[config.mk]
export PLATFORM = sky130hd
export DESIGN_NAME = msi_snoop_cache_ctrl
export DESIGN_NICKNAME = d
export VERILOG_FILES = /design/src/rtl/msi_snoop_cache_ctrl.sv
export SDC_FILE = /design/constraint.sdc
export NUM_CORES = 1
export LEC_CHECK = 0
export ABC_AREA = 1
export CORE_ASPECT_RATIO = 0.7
export CORE_UTILIZATION = 35
export CTS_CLUSTER_SIZE = 8
export DETAILED_ROUTE_END_ITERATION = 8
export PLACE_DENSITY = 0.63
export SYNTH_ARGS = -nofsm -noshare
export SYNTH_HDL_FRONTEND = slang
export SYNTH_SLANG_ARGS = --single-unit
[constraint.sdc]
create_clock -name clock -period 3.65 [get_ports clock]
set_clock_uncertainty 0.2 [all_clocks]
set_input_delay 0.5475 -clock clock [delete_from_list [all_inputs] [get_ports clock]]
set_output_delay 0.5475 -clock clock [all_outputs]
set_load 0.01 [all_outputs]
[src/rtl/msi_snoop_cache_ctrl.sv]
// MSI snooping cache controller: direct-mapped tag/state array, CPU-side
// request FSM with bus handshake, and a snoop side evaluated every cycle.
module msi_snoop_cache_ctrl #(
  parameter int ADDR_W    = 8,
  parameter int NUM_LINES = 4
) (
  input  logic              clock,
  input  logic              reset,
  input  logic              cpu_req_valid,
  input  logic              cpu_req_write,
  input  logic [ADDR_W-1:0] cpu_req_addr,
  output logic              cpu_req_ready,
  output logic              cpu_resp_valid,
  output logic              cpu_resp_hit,
  output logic              bus_req_valid,
  output logic [1:0]        bus_req_op,
  output logic [ADDR_W-1:0] bus_req_addr,
  input  logic              bus_grant,
  input  logic              snoop_valid,
  input  logic [1:0]        snoop_op,
  input  logic [ADDR_W-1:0] snoop_addr,
  output logic              snoop_flush
);

  localparam int IDX_W = $clog2(NUM_LINES);
  localparam int TAG_W = ADDR_W - IDX_W;

  typedef enum logic [1:0] {
    LINE_I = 2'b00,
    LINE_M = 2'b01,
    LINE_S = 2'b10
  } line_e;

  typedef enum logic [1:0] {
    OP_RD  = 2'b00,
    OP_WR  = 2'b01,
    OP_INV = 2'b10,
    OP_WB  = 2'b11
  } bus_op_e;

  typedef enum logic [2:0] {
    ST_IDLE,
    ST_EVAL,
    ST_WB,
    ST_BUS,
    ST_RESP
  } fsm_e;

  fsm_e              fsm_q;
  logic              req_write_q;
  logic [ADDR_W-1:0] req_addr_q;
  line_e             line_state_q [NUM_LINES];
  logic [TAG_W-1:0]  line_tag_q   [NUM_LINES];

  // Line states after this cycle's snoop; the FSM decides on this view.
  line_e             line_state_d [NUM_LINES];
  logic              snoop_flush_d;

  logic [IDX_W-1:0]  snp_idx;
  logic [TAG_W-1:0]  snp_tag;
  logic [IDX_W-1:0]  req_idx;
  logic [TAG_W-1:0]  req_tag;
  line_e             cur_state;
  logic [TAG_W-1:0]  cur_tag;
  logic              cur_match;
  bus_op_e           miss_op;

  assign snp_idx   = snoop_addr[IDX_W-1:0];
  assign snp_tag   = snoop_addr[ADDR_W-1:IDX_W];
  assign req_idx   = req_addr_q[IDX_W-1:0];
  assign req_tag   = req_addr_q[ADDR_W-1:IDX_W];
  assign cur_state = line_state_d[req_idx];
  assign cur_tag   = line_tag_q[req_idx];
  assign cur_match = (cur_state != LINE_I) && (cur_tag == req_tag);
  assign miss_op   = req_write_q ? OP_WR : OP_RD;

  // Snoop side: apply other caches' bus transactions to the line states.
  always_comb begin
    for (int unsigned i = 0; i < NUM_LINES; i++) begin
      line_state_d[i] = line_state_q[i];
    end
    snoop_flush_d = 1'b0;
    if (snoop_valid && (line_state_q[snp_idx] != LINE_I) &&
        (line_tag_q[snp_idx] == snp_tag)) begin
      case (snoop_op)
        OP_RD: begin
          if (line_state_q[snp_idx] == LINE_M) begin
            line_state_d[snp_idx] = LINE_S;
            snoop_flush_d         = 1'b1;
          end
        end
        OP_WR: begin
          snoop_flush_d         = (line_state_q[snp_idx] == LINE_M);
          line_state_d[snp_idx] = LINE_I;
        end
        OP_INV: begin
          if (line_state_q[snp_idx] == LINE_S) begin
            line_state_d[snp_idx] = LINE_I;
          end
        end
        default: ;
      endcase
    end
  end

  // Controller FSM, line array update and registered outputs.
  always_ff @(posedge clock) begin
    if (reset) begin
      fsm_q          <= ST_IDLE;
      req_write_q    <= 1'b0;
      req_addr_q     <= '0;
      cpu_req_ready  <= 1'b1;
      cpu_resp_valid <= 1'b0;
      cpu_resp_hit   <= 1'b0;
      bus_req_valid  <= 1'b0;
      bus_req_op     <= '0;
      bus_req_addr   <= '0;
      snoop_flush    <= 1'b0;
      for (int unsigned i = 0; i < NUM_LINES; i++) begin
        line_state_q[i] <= LINE_I;
        line_tag_q[i]   <= '0;
      end
    end else begin
      // Snoop result first; FSM writes below take precedence (grant and
      // snoop never coincide, so they cannot collide on a line).
      for (int unsigned i = 0; i < NUM_LINES; i++) begin
        line_state_q[i] <= line_state_d[i];
      end
      snoop_flush    <= snoop_flush_d;
      cpu_resp_valid <= 1'b0;
      case (fsm_q)
        ST_IDLE: begin
          if (cpu_req_valid) begin
            req_write_q   <= cpu_req_write;
            req_addr_q    <= cpu_req_addr;
            cpu_req_ready <= 1'b0;
            fsm_q         <= ST_EVAL;
          end
        end
        ST_EVAL: begin
          if (cur_match && (!req_write_q || cur_state == LINE_M)) begin
            cpu_resp_valid <= 1'b1;
            cpu_resp_hit   <= 1'b1;
            fsm_q          <= ST_RESP;
          end else if (cur_match) begin
            bus_req_valid <= 1'b1;
            bus_req_op    <= OP_INV;
            bus_req_addr  <= req_addr_q;
            fsm_q         <= ST_BUS;
          end else if (cur_state == LINE_M) begin
            bus_req_valid <= 1'b1;
            bus_req_op    <= OP_WB;
            bus_req_addr  <= {cur_tag, req_idx};
            fsm_q         <= ST_WB;
          end else begin
            bus_req_valid <= 1'b1;
            bus_req_op    <= miss_op;
            bus_req_addr  <= req_addr_q;
            fsm_q         <= ST_BUS;
          end
        end
        ST_WB: begin
          // A snoop that took the victim out of M makes the write-back moot.
          if (bus_grant || cur_state != LINE_M) begin
            if (bus_grant) begin
              line_state_q[req_idx] <= LINE_I;
            end
            bus_req_op   <= miss_op;
            bus_req_addr <= req_addr_q;
            fsm_q        <= ST_BUS;
          end
        end
        ST_BUS: begin
          if (bus_grant) begin
            line_tag_q[req_idx]   <= req_tag;
            line_state_q[req_idx] <= req_write_q ? LINE_M : LINE_S;
            bus_req_valid         <= 1'b0;
            cpu_resp_valid        <= 1'b1;
            cpu_resp_hit          <= 1'b0;
            fsm_q                 <= ST_RESP;
          end else if (bus_req_op == OP_INV && !cur_match) begin
            // Lost the shared copy while waiting: upgrade becomes a full miss.
            bus_req_op <= OP_WR;
          end
        end
        ST_RESP: begin
          cpu_req_ready <= 1'b1;
          fsm_q         <= ST_IDLE;
        end
        default: fsm_q <= ST_IDLE;
      endcase
    end
  end

endmodule

=== After elaboration in Yosys (flattened, before gate mapping) ===
Memory sizes are Yosys's and may differ from the RTL's. A register that Yosys moved wholly into a read port is not among the register bits.
Cells that the tools add are included.

* Memory bits (writable): 32
* Word-level logic and storage cells: 137
* Bits in read-only memories: 0
* Output and inout port bits: 15
* Bits in latches: 0
* Memories kept: 2
* Register bits after elaboration: 27
* Bits of input ports: 24

* Shift operators: 0
* Eq/ne operators: 20
* Mux-type cells: 62
* Order comparisons: 3
* Bitwise gates (word level): 13
* Multiply operators: 0
* Reductions and logical operators: 27
* Add/subtract/negate cells: 0
* Div/mod/pow operators: 0

{| class="wikitable"
|+ Memory list
! name !! depth !! width !! read ports !! clocked after memory_dff !! write ports !! line !! text
|-
| line_tag_q || 4 || 6 || 2 || 1 || 4 || 53 || <nowiki>logic [TAG_W-1:0] line_tag_q [NUM_LINES];</nowiki>
|-
| line_state_q || 4 || 2 || 5 || 0 || 5 || 52 || <nowiki>line_e line_state_q [NUM_LINES];</nowiki>
|}

{| class="wikitable"
|+ Operators with widths
! operator !! count
|-
| $mux 8 || 7
|-
| $mux 2 || 18
|-
| $pmux 8 s3 || 1
|-
| $mux 1 || 21
|-
| $pmux 8 s2 || 1
|-
| $ne 2x2->1 const B || 7
|-
| $eq 6x6->1 || 2
|-
| $mux 3 || 4
|-
| $pmux 3 s4 || 1
|-
| $reduce_and 3->1 || 4
|-
| $pmux 1 s2 || 5
|-
| $reduce_bool 2->1 || 5
|-
| $and 8x8->8 || 1
|-
| $not 8->8 || 1
|-
| $eq 2x1->1 const B || 3
|-
| $eq 2x2->1 const B || 3
|-
| $eq 3x2->1 const B || 2
|-
| $ge 3x3->1 const B || 2
|-
| $logic_and 1x1->1 || 6
|-
| $mux 6 || 1
|-
| $not 2->3 || 2
|-
| $pmux 2 s3 || 1
|-
| $reduce_or 6->1 || 1
|-
| $or 1x1->1 || 5
|-
| other kinds (18) || 21
|}

=== Depth between registers and ports, before layout ===
Gate-level depths: netlist of run 1.

* Depth in word-level cells: 20
* Mapped depth: 25

=== Worst setup path before layout of run 1 ===
OpenSTA, ideal clock, no wires.

* Kind: input -> register
* Start: in snoop_addr[1]
* End: reg bus_req_addr[7]
* Path slack: 0.878 ns
* Cell stages on the path: 23
* Buffers on the path: 3
* Data required time: 3.337 ns
* Library setup time: 0.113 ns
* Arrival time: 2.459 ns
* Cells stage by stage: buf_2 > nor2_1 > nand2_1 > nand2_1 > nor2_1 > buf_6 > o21ai_2 > nand2_1 > nand2_1 > nand2_1 > nand2_1 > nand2_1 > nand2_1 > nand2_2 > nor2_2 > nand4_2 > o21ai_2 > inv_2 > nand2_4 > buf_8 > nand2_1 > nand2_1 > nor2_1

* Word-level cells in the longest chain between the ends: 18
* Elaborated cells between the ends (all ways): 40
* Those cells by class: 2 x order compare; 7 x eq/ne; 13 x mux; 6 x bitwise; 10 x reduce/logical; 2 x memory

{| class="wikitable"
|+ RTL lines
! what !! line !! text
|-
| start, declared || 21 || <nowiki>input logic [ADDR_W-1:0] snoop_addr,</nowiki>
|-
| $not 2->3 (not written as such) || 88, 94, 98 ||
|-
| $ge 3x3->1 (not written as such) or $lt 3x1->1 (tied branches) || 88, 94, 98 ||
|-
| $logic_and 1x1->1 (not written as such) || 88, 94, 98 ||
|-
| $mux 2 (not written as such) || 88, 94, 98 ||
|-
| $demux 2 s2 || 88, 94, 98 ||
|-
| $not 8->8 (no line) or $not 4->4 (tied branches) || - ||
|-
| $and 8x8->8 (no line) or $and 4x4->4 (tied branches) || - ||
|-
| $mux 8, on equally long branches || 97, 87 ||
|-
| $pmux 8 s3 || 85 || <nowiki>case (snoop_op)</nowiki>
|-
| $mux 8 * || 83 || <nowiki>if (snoop_valid && (line_state_q[snp_idx] != LINE_I) &&</nowiki>
|-
| $bmux 2 s2 * || 72 || <nowiki>assign cur_state = line_state_d[req_idx];</nowiki>
|-
| $mux 2 (not written as such) * (2 in a row) || 72 ||
|-
| $eq 2x1->1 or $reduce_bool 2->1 (tied branches) || 141, 150, 74 ||
|-
| $mux 8 (tied with other cells) || 150 || <nowiki>end else if (cur_state == LINE_M) begin</nowiki>
|-
| $mux 8 or $logic_and 1x1->1 (tied branches) || 145, 141 ||
|-
| $mux 8 or $ne 2x2->1 (tied branches) || - ||
|-
| $pmux 8 s2 or $reduce_and 3->1 (tied branches) || - ||
|-
| end signal, assigned || 148 || <nowiki>bus_req_addr <= req_addr_q;</nowiki>
|-
| end signal, assigned || 153 || <nowiki>bus_req_addr <= {cur_tag, req_idx};</nowiki>
|-
| end signal, assigned || 158 || <nowiki>bus_req_addr <= req_addr_q;</nowiki>
|-
| end, declared || 17 || <nowiki>output logic [ADDR_W-1:0] bus_req_addr,</nowiki>
|}

Mark *: on every way between the ends. The rest lies on a longest branch, timed or not. The select of a mux whose other input is x is not followed.
A chain may end at the register's enable or synchronous reset.

=== Final worst setup path of run 1 ===
* Start: in snoop_addr[1]
* End: reg bus_req_op[1]

* Word-level cells in the longest chain between the ends: 19
* Elaborated cells between the ends (all ways): 43
* Those cells by class: 2 x order compare; 8 x eq/ne; 13 x mux; 6 x bitwise; 12 x reduce/logical; 2 x memory

{| class="wikitable"
|+ RTL lines
! what !! line !! text
|-
| $not 2->3 (not written as such) || 88, 94, 98 ||
|-
| $ge 3x3->1 (not written as such) or $lt 3x1->1 (tied branches) || 88, 94, 98 ||
|-
| $logic_and 1x1->1 (not written as such) || 88, 94, 98 ||
|-
| $mux 2 (not written as such) || 88, 94, 98 ||
|-
| $demux 2 s2 || 88, 94, 98 ||
|-
| $not 8->8 (no line) or $not 4->4 (tied branches) || - ||
|-
| $and 8x8->8 (no line) or $and 4x4->4 (tied branches) || - ||
|-
| $mux 8, on equally long branches || 97, 87 ||
|-
| $pmux 8 s3 || 85 ||
|-
| $mux 8 * || 83 ||
|-
| $bmux 2 s2 * || 72 ||
|-
| $mux 2 (not written as such) * (2 in a row) || 72 ||
|-
| parallel branches: the longest is 6 deep, another holds $pmux 2 s3 || - ||
|-
| end signal, assigned || 157 || <nowiki>bus_req_op <= miss_op;</nowiki>
|-
| end signal, assigned || 168 || <nowiki>bus_req_op <= miss_op;</nowiki>
|-
| end, declared || 16 || <nowiki>output logic [1:0] bus_req_op,</nowiki>
|}

Every way passes the cells marked *. The select of a mux whose other input is x is not followed.

==> results of run 1 <==
-- worst max-delay path, cell delays in order --
cell and delay [ns]:
clkdlybuf4s50_1 0.54, buf_4 0.18, nand3_1 0.08, nand2_1 0.08, nor2_2 0.06, nand2_1 0.11, nand2_1 0.06, nor2_1 0.08
nand2_1 0.10, nor2_4 0.22, nand2_1 0.08, nand2_1 0.11, nand2_1 0.08, nand2_2 0.08, inv_1 0.05, nand2_2 0.06
nand2_2 0.08, nand2_2 0.09, nand3_2 0.13, nand2_1 0.16, inv_2 0.07, nand3_1 0.08, nand2_1 0.05, nor2_1 0.09
-- cell usage in the layout, fill, tap and decap left out, types with 2 or more instances in the layout --
cell type          n
nor4_1             2
a21oi_2            2
clkdlybuf4s50_1   37
nand2_1          231
edfxtp_1          24
nor3_1             7
nor2_1            66
nor2_4             2
inv_2              4
clkinvlp_4         2
inv_1             60
o22ai_1            4
o21ai_2            2
xor2_1             6
o21ai_1            3
inv_6              4
nand4_1            4
nand3_1           40
nor2_2             3
a21oi_1           29
clkbuf_16          9
nand2_2           14
dfxtp_1           37
a32o_1             6
buf_4             12
o21ai_0           20
-- flip-flops by register name, summed over array words and instances, names as in the netlist, named ones only --
register	count
line_tag_q	24
bus_req_addr	8
line_state_q	8
req_addr_q	8
fsm_q	3
bus_req_op	2
bus_req_valid	1
cpu_req_ready	1
cpu_resp_hit	1
cpu_resp_valid	1
req_write_q	1
snoop_flush	1
-- per-layer routing --
| metal | up-vias | share of wire, % | wire (um) |
|---|---|---|---|
| li1 | 1986 | - | - |
| met1 | 1740 | 50 | 5000 |
| met2 | 110 | 43 | 4280 |
| met3 | 9 | 6.1 | 610 |
| met4 | 0 | 0.93 | 93 |
| met5 | - | 0 | 0 |
-- layout make-up --
class                      instances  area, sq um  area share [%]
multi-input combinational        451         2040            43.4
sequential                        61         1460            31.0
timing repair buffer              51          493            10.5
inverter                          65          246            5.24
clock buffer                       9          225            4.78
tap                              148          185            3.93
clock inverter                     7         55.1            1.17
-- per-stage QoR --
stage | total power [uW] | instances | cell area [sq um] | util (%) | hold WS, ns
2_1_floorplan | 1380 | 595 | 3860 | - | 0.281
6_report | 2390 | 792 | 4710 | 44.6 | 0.266
5_1_grt | 2550 | 792 | 4710 | 44.6 | 0.298
3_3_place_gp | 1590 | 776 | 4410 | 41.8 | 0.263
3_5_place_dp | 1600 | 776 | 4410 | 41.8 | 0.261
4_1_cts | 2400 | 792 | 4690 | 44.5 | 0.269
-- report_power, final --
group / leakage [uW] / switching, uW / internal (uW)
clock: 0.000133 / 329 / 466
sequential: 0.000551 / 67.7 / 797
combinational: 0.00143 / 439 / 293
total: 0.00211 / 836 / 1560
-- cell families (layout without fill, tap and decap cells) --
| group | Yosys count | count (layout) | share of synthesized area (%) |
|---|---|---|---|
| AO/OA/AOI/OAI | 69 | 69 | 10.4 |
| XOR/XNOR | 6 | 6 | 1.36 |
| buffers and inverters | 83 | 132 | 9.56 |
| flip-flops | 61 | 61 | 37.8 |
| AND/OR/NAND/NOR | 376 | 376 | 40.8 |
-- path summary, 6_finish.rpt --
check                  startpoint              end  slack (ns)  depth (start not counted)
setup / recovery    snoop_addr[1]    bus_req_op[1]        0.46                         24
hold / removal    bus_req_addr[0]  bus_req_addr[0]        0.27                          2
setup reg to reg        flip-flop    bus_req_op[1]        0.72                         14
hold reg to reg   bus_req_addr[0]  bus_req_addr[0]        0.27                          2
==> results_dict.tcl, run 1 <==
set metrics [dict create \
    status "completed" \
    io_buffer_count 38 \
    postRouteWirelength_um 9980 \
    maxCapViolations 0 \
    clock_path_buffers 2 \
    synth_edf_count 24 \
    antenna_left 0 \
    synth-seq-cells 61 \
    initial_core_util_pct 36.6 \
    met1_usage_pct 26.4 \
    required_ns 3.72 \
    cts_inserted_buffers 9 \
    hold_viol 0 \
    clock_latency_ns 0.34 \
    syn_area_per_cell_sq_um 6.49 \
    top_usage_layer "met2" \
    maxSlewHeadroom_pct 68.4 \
    core_area_sq_um 10600 \
    synth_most_common_cell "nand2_1" \
    place_congestion 0.948 \
    htreeDepth 3 \
    io_pins 39 \
    antenna_found_initial 0 \
    seq_area_frac_synth_pct 37.8 \
    die_area_sq_um 11500 \
    min_period_ns 3.19 \
    drt_iter0_drc 250 \
    synth_top_cell_area_share_pct 22.4 \
    num-nets-final 663 \
    ctsResizeCount 0 \
    tightestPinTransition_ns 0.473 \
    min_path_type "reg -> reg" \
    postCtsSetupRepairBufs 0 \
    dieWidth_um 128 \
    n_fill_cell 1067 \
    final_layout_size_suffix_gt1_share_pct 9.63 \
    grt_pass1_wl_um 16900 \
    rows 31 \
    grt_max_degree 20 \
    vias 3845 \
    async_flop_share_pct 0 \
    setup_slack_ns 0.461 \
    setup_tns_ns 0 \
    synth_nets 619 \
    viasPerCell 4.85 \
    wl_per_cell_um 12.6 \
    synthCells 595 \
    critPathCaptureType "flip-flop" \
    setup_viol 0 \
    firstDrtPassIters 5 \
    drc 0 \
    synth-main-ff-cell "dfxtp_1" \
    power.leakage_uw 0.00211 \
    synth_commonest_cells "231 x nand2_1, 67 x nor2_1, 60 x inv_1, 40 x nand3_1, 37 x dfxtp_1" \
    startpoint_type "input port" \
    pre_cts_ws_ns -0.0158 \
    yosysTopAreaCell "nand2_1" \
    peakVddDrop_uv 270 \
    ys_types 37 \
    power_density_nw_per_um2 508 \
    clock_sinks 61 \
    grt_use_total_pct 18.8 \
    areaGrowthSynthToFinish_pct 21.9 \
    rsz0062_at_grt "false" \
    grt_pass1_vias 3583 \
    cts_root_buffer "clkbuf_16" \
    clkTransAtPathRegs_ns 0.06 \
    period_share_pct 87.4 \
    yosys_warnings 0 \
    diodes 0 \
    die_h_um 89.9 \
    final_max_slew_viol_count 0 \
    overflow 0 \
    synth.area.top_cells "nand2_1 22%, dfxtp_1 19%, edfxtp_1 19%" \
    critical_path_class "in -> reg" \
    grt_use_met2_pct 27.4 \
    cp_max_fo 8 \
    met3_usage_pct 5.18 \
    place_hpwl_um 7760 \
    arrival_ns 3.26 \
    cts_hold_buf 0 \
    cts_tree "built" \
    netlist_area_sq_um 3860 \
    fmax_mhz 314 \
]
No activity file was read; power rests on OpenSTA's default activity.
==> run 2, diff against run 1 <==
- CORE_ASPECT_RATIO: 0.7 -> default
==> results_dict.tcl, run 2 (synthesis gave the netlist of run 1 again) <==
set metrics [dict create \
    cp_cell_sequence "clkdlybuf4s50_1, nor2_1, nand2_1, nand2_1, nor2_1, buf_4, o21ai_2, nand2_1, nand2_1, nand2_1, nand2_1, nand2_1, nand2_1, nand2_2, nor2_2, nand2_1, inv_2, nand3_2, o21ai_0, nor2_1, nor2_1" \
    tightestPinTransition_ns 0.859 \
    rrSetupSlack_ns 0.84 \
    startpoint_type "input port" \
    io_pins 39 \
    dieWidth_um 107 \
    postCtsSetupRepairBufs 0 \
    cts_root_buffer "clkbuf_8" \
    die_h_um 107 \
    arrival_ns 3.30 \
    maxCapViolations 0 \
    grt_pass1_vias 3463 \
    grt_pass1_wl_um 15900 \
    total_power_uw 2160 \
    vias 3676 \
    min_path_type "reg -> reg" \
    whs_path_depth 2 \
    worst_r2r_endpoint "bus_req_addr[5]" \
    diodes 0 \
    grt_max_degree 20 \
    critical_path_class "in -> reg" \
    min_to "cpu_req_ready" \
    swShare_pct 35.5 \
    grt_use_total_pct 17.3 \
    p_seq_share_pct 40.0 \
    num-nets-final 660 \
    antenna_found_initial 0 \
    rsz0062_at_grt "false" \
    postRouteWirelength_um 9230 \
    final_layout_size_suffix_gt1_share_pct 8.89 \
    final_cell_mix "231 x nand2_1, 67 x nor2_1, 60 x inv_1" \
    mostFrequentLayoutCell "nand2_1" \
    largest_reg_flops 24 \
    place_hpwl_um 7080 \
    critPathTopFamily "simple AND/OR/NAND/NOR gates" \
    maxSlewHeadroom_pct 42.1 \
    intPower_uw 1390 \
    hold_viol 0 \
    status "completed" \
    wl_per_cell_um 11.9 \
    firstDrtPassIters 5 \
    clock_sinks 61 \
    antenna_left 0 \
    final_cell_area_sq_um 4560 \
    clock_power_share_pct 27.0 \
    dp_cells 761 \
    die_area_sq_um 11500 \
    power.leakage_uw 0.00205 \
    regMostFlops "line_tag_q" \
    cp_max_fo 12 \
    critPathCaptureType "flip-flop" \
    overflow 0 \
    worst_hold_slack_ns 0.279 \
    setup_tns_ns 0 \
    core_area_sq_um 10500 \
    rows 37 \
    initial_core_util_pct 36.8 \
    cts_inserted_buffers 9 \
    fmax_mhz 311 \
    io_buffer_count 38 \
    peakVddDrop_uv 271 \
    clock_path_buffers 2 \
    fin_cells 777 \
    path_buf_inv 3 \
    crit_top_cell "nand2_1" \
    netSwitchingPower_uw 765 \
    final_max_slew_viol_count 0 \
    areaGrowthSynthToFinish_pct 18.1 \
    placed_cell_area_sq_um 4360 \
    place_congestion 0.843 \
    drc 0 \
    period_share_pct 88.1 \
    p_comb_share_pct 33.0 \
    clkTransAtPathRegs_ns 0.07 \
    cts_tree "built" \
    worst_path_max_delay_cell "clkdlybuf4s50_1" \
    htreeDepth 3 \
    viasPerCell 4.73 \
    reg2regPathDepth 13 \
    clock_latency_ns 0.34 \
    hp-start "cpu_req_ready" \
    power_density_nw_per_um2 473 \
    cpPeakStageDelay_ns 0.50 \
    drt_iter0_drc 200 \
    required_ns 3.73 \
    setup_viol 0 \
    min_period_ns 3.22 \
]
run 2: cell count changes in the layout (fill, tap and decap cells not counted), sizes merged:
| cell | change |
|---|---|
| clkinvlp | +1 |
| bufinv | +1 |
| buf | -3 |
| clkinv | +2 |
| inv | -4 |
run 2: power groups by stage:
stage                     registers (uW)  clock network, uW  logic [uW]
after global routing                 874                618         804
final                                862                583         712
after floorplan                      879                  0         497
after global placement               874                  0         699
after detailed placement             874                  0         706
after CTS                            862                593         711
run 2: layout make-up:
cell class	count	area, sq um
Fill cell	1089	5950
Inverter	65	246
Timing Repair Buffer	48	462
Tap cell	136	170
Multi-Input combinational cell	451	2030
Sequential cell	61	1460
Clock inverter	7	66.3
Clock buffer	9	124
run 2: worst max-delay path by stage:
stage	from	cells past startpoint	endpoint
floorplan	snoop_addr[1]	23	bus_req_addr[7]
global placement	snoop_addr[0]	22	bus_req_addr[7]
detailed placement	snoop_addr[0]	23	bus_req_addr[7]
CTS	snoop_addr[0]	22	bus_req_addr[3]
global route	snoop_addr[1]	22	bus_req_addr[2]
finish	snoop_addr[1]	21	bus_req_addr[3]
run 2: per-layer routing:
layer  track usage (%)  part of all wire [%]  up-vias
li1                  -                     -     1974
met1              24.8                    53     1579
met2              24.9                    40      114
met3              3.89                   5.7        9
met4              7.05                   1.1        0
met5                 0                     0        -
run 2: timing repair:
| item | in CTS | in global routing |
|---|---|---|
| gates resized for setup | 0 | 3 |
| endpoints found under the setup margin | 0 | 7 |
| hold buffers | 0 | 0 |
run 2: worst register-to-register path, stage by stage (launching register included):
cell     delay [ns]
dfxtp_1        0.44
inv_1          0.31
nand2_1        0.10
a32o_1         0.28
or2_2          0.28
a21oi_1        0.14
and3_1         0.24
nand2_1        0.13
nand2_2        0.09
nand3_2        0.12
nand2_4        0.21
nand2_1        0.07
nand2_1        0.06
nor2_1         0.04
run 2: stage by stage:
stage | util, % | setup slack (ns)
after floorplan | - | 0.878
after global placement | 41.5 | 0.0434
after detailed placement | 41.5 | 0.0290
after CTS | 43.3 | 0.370
after global routing | 43.4 | 0.0273
final | 43.4 | 0.435
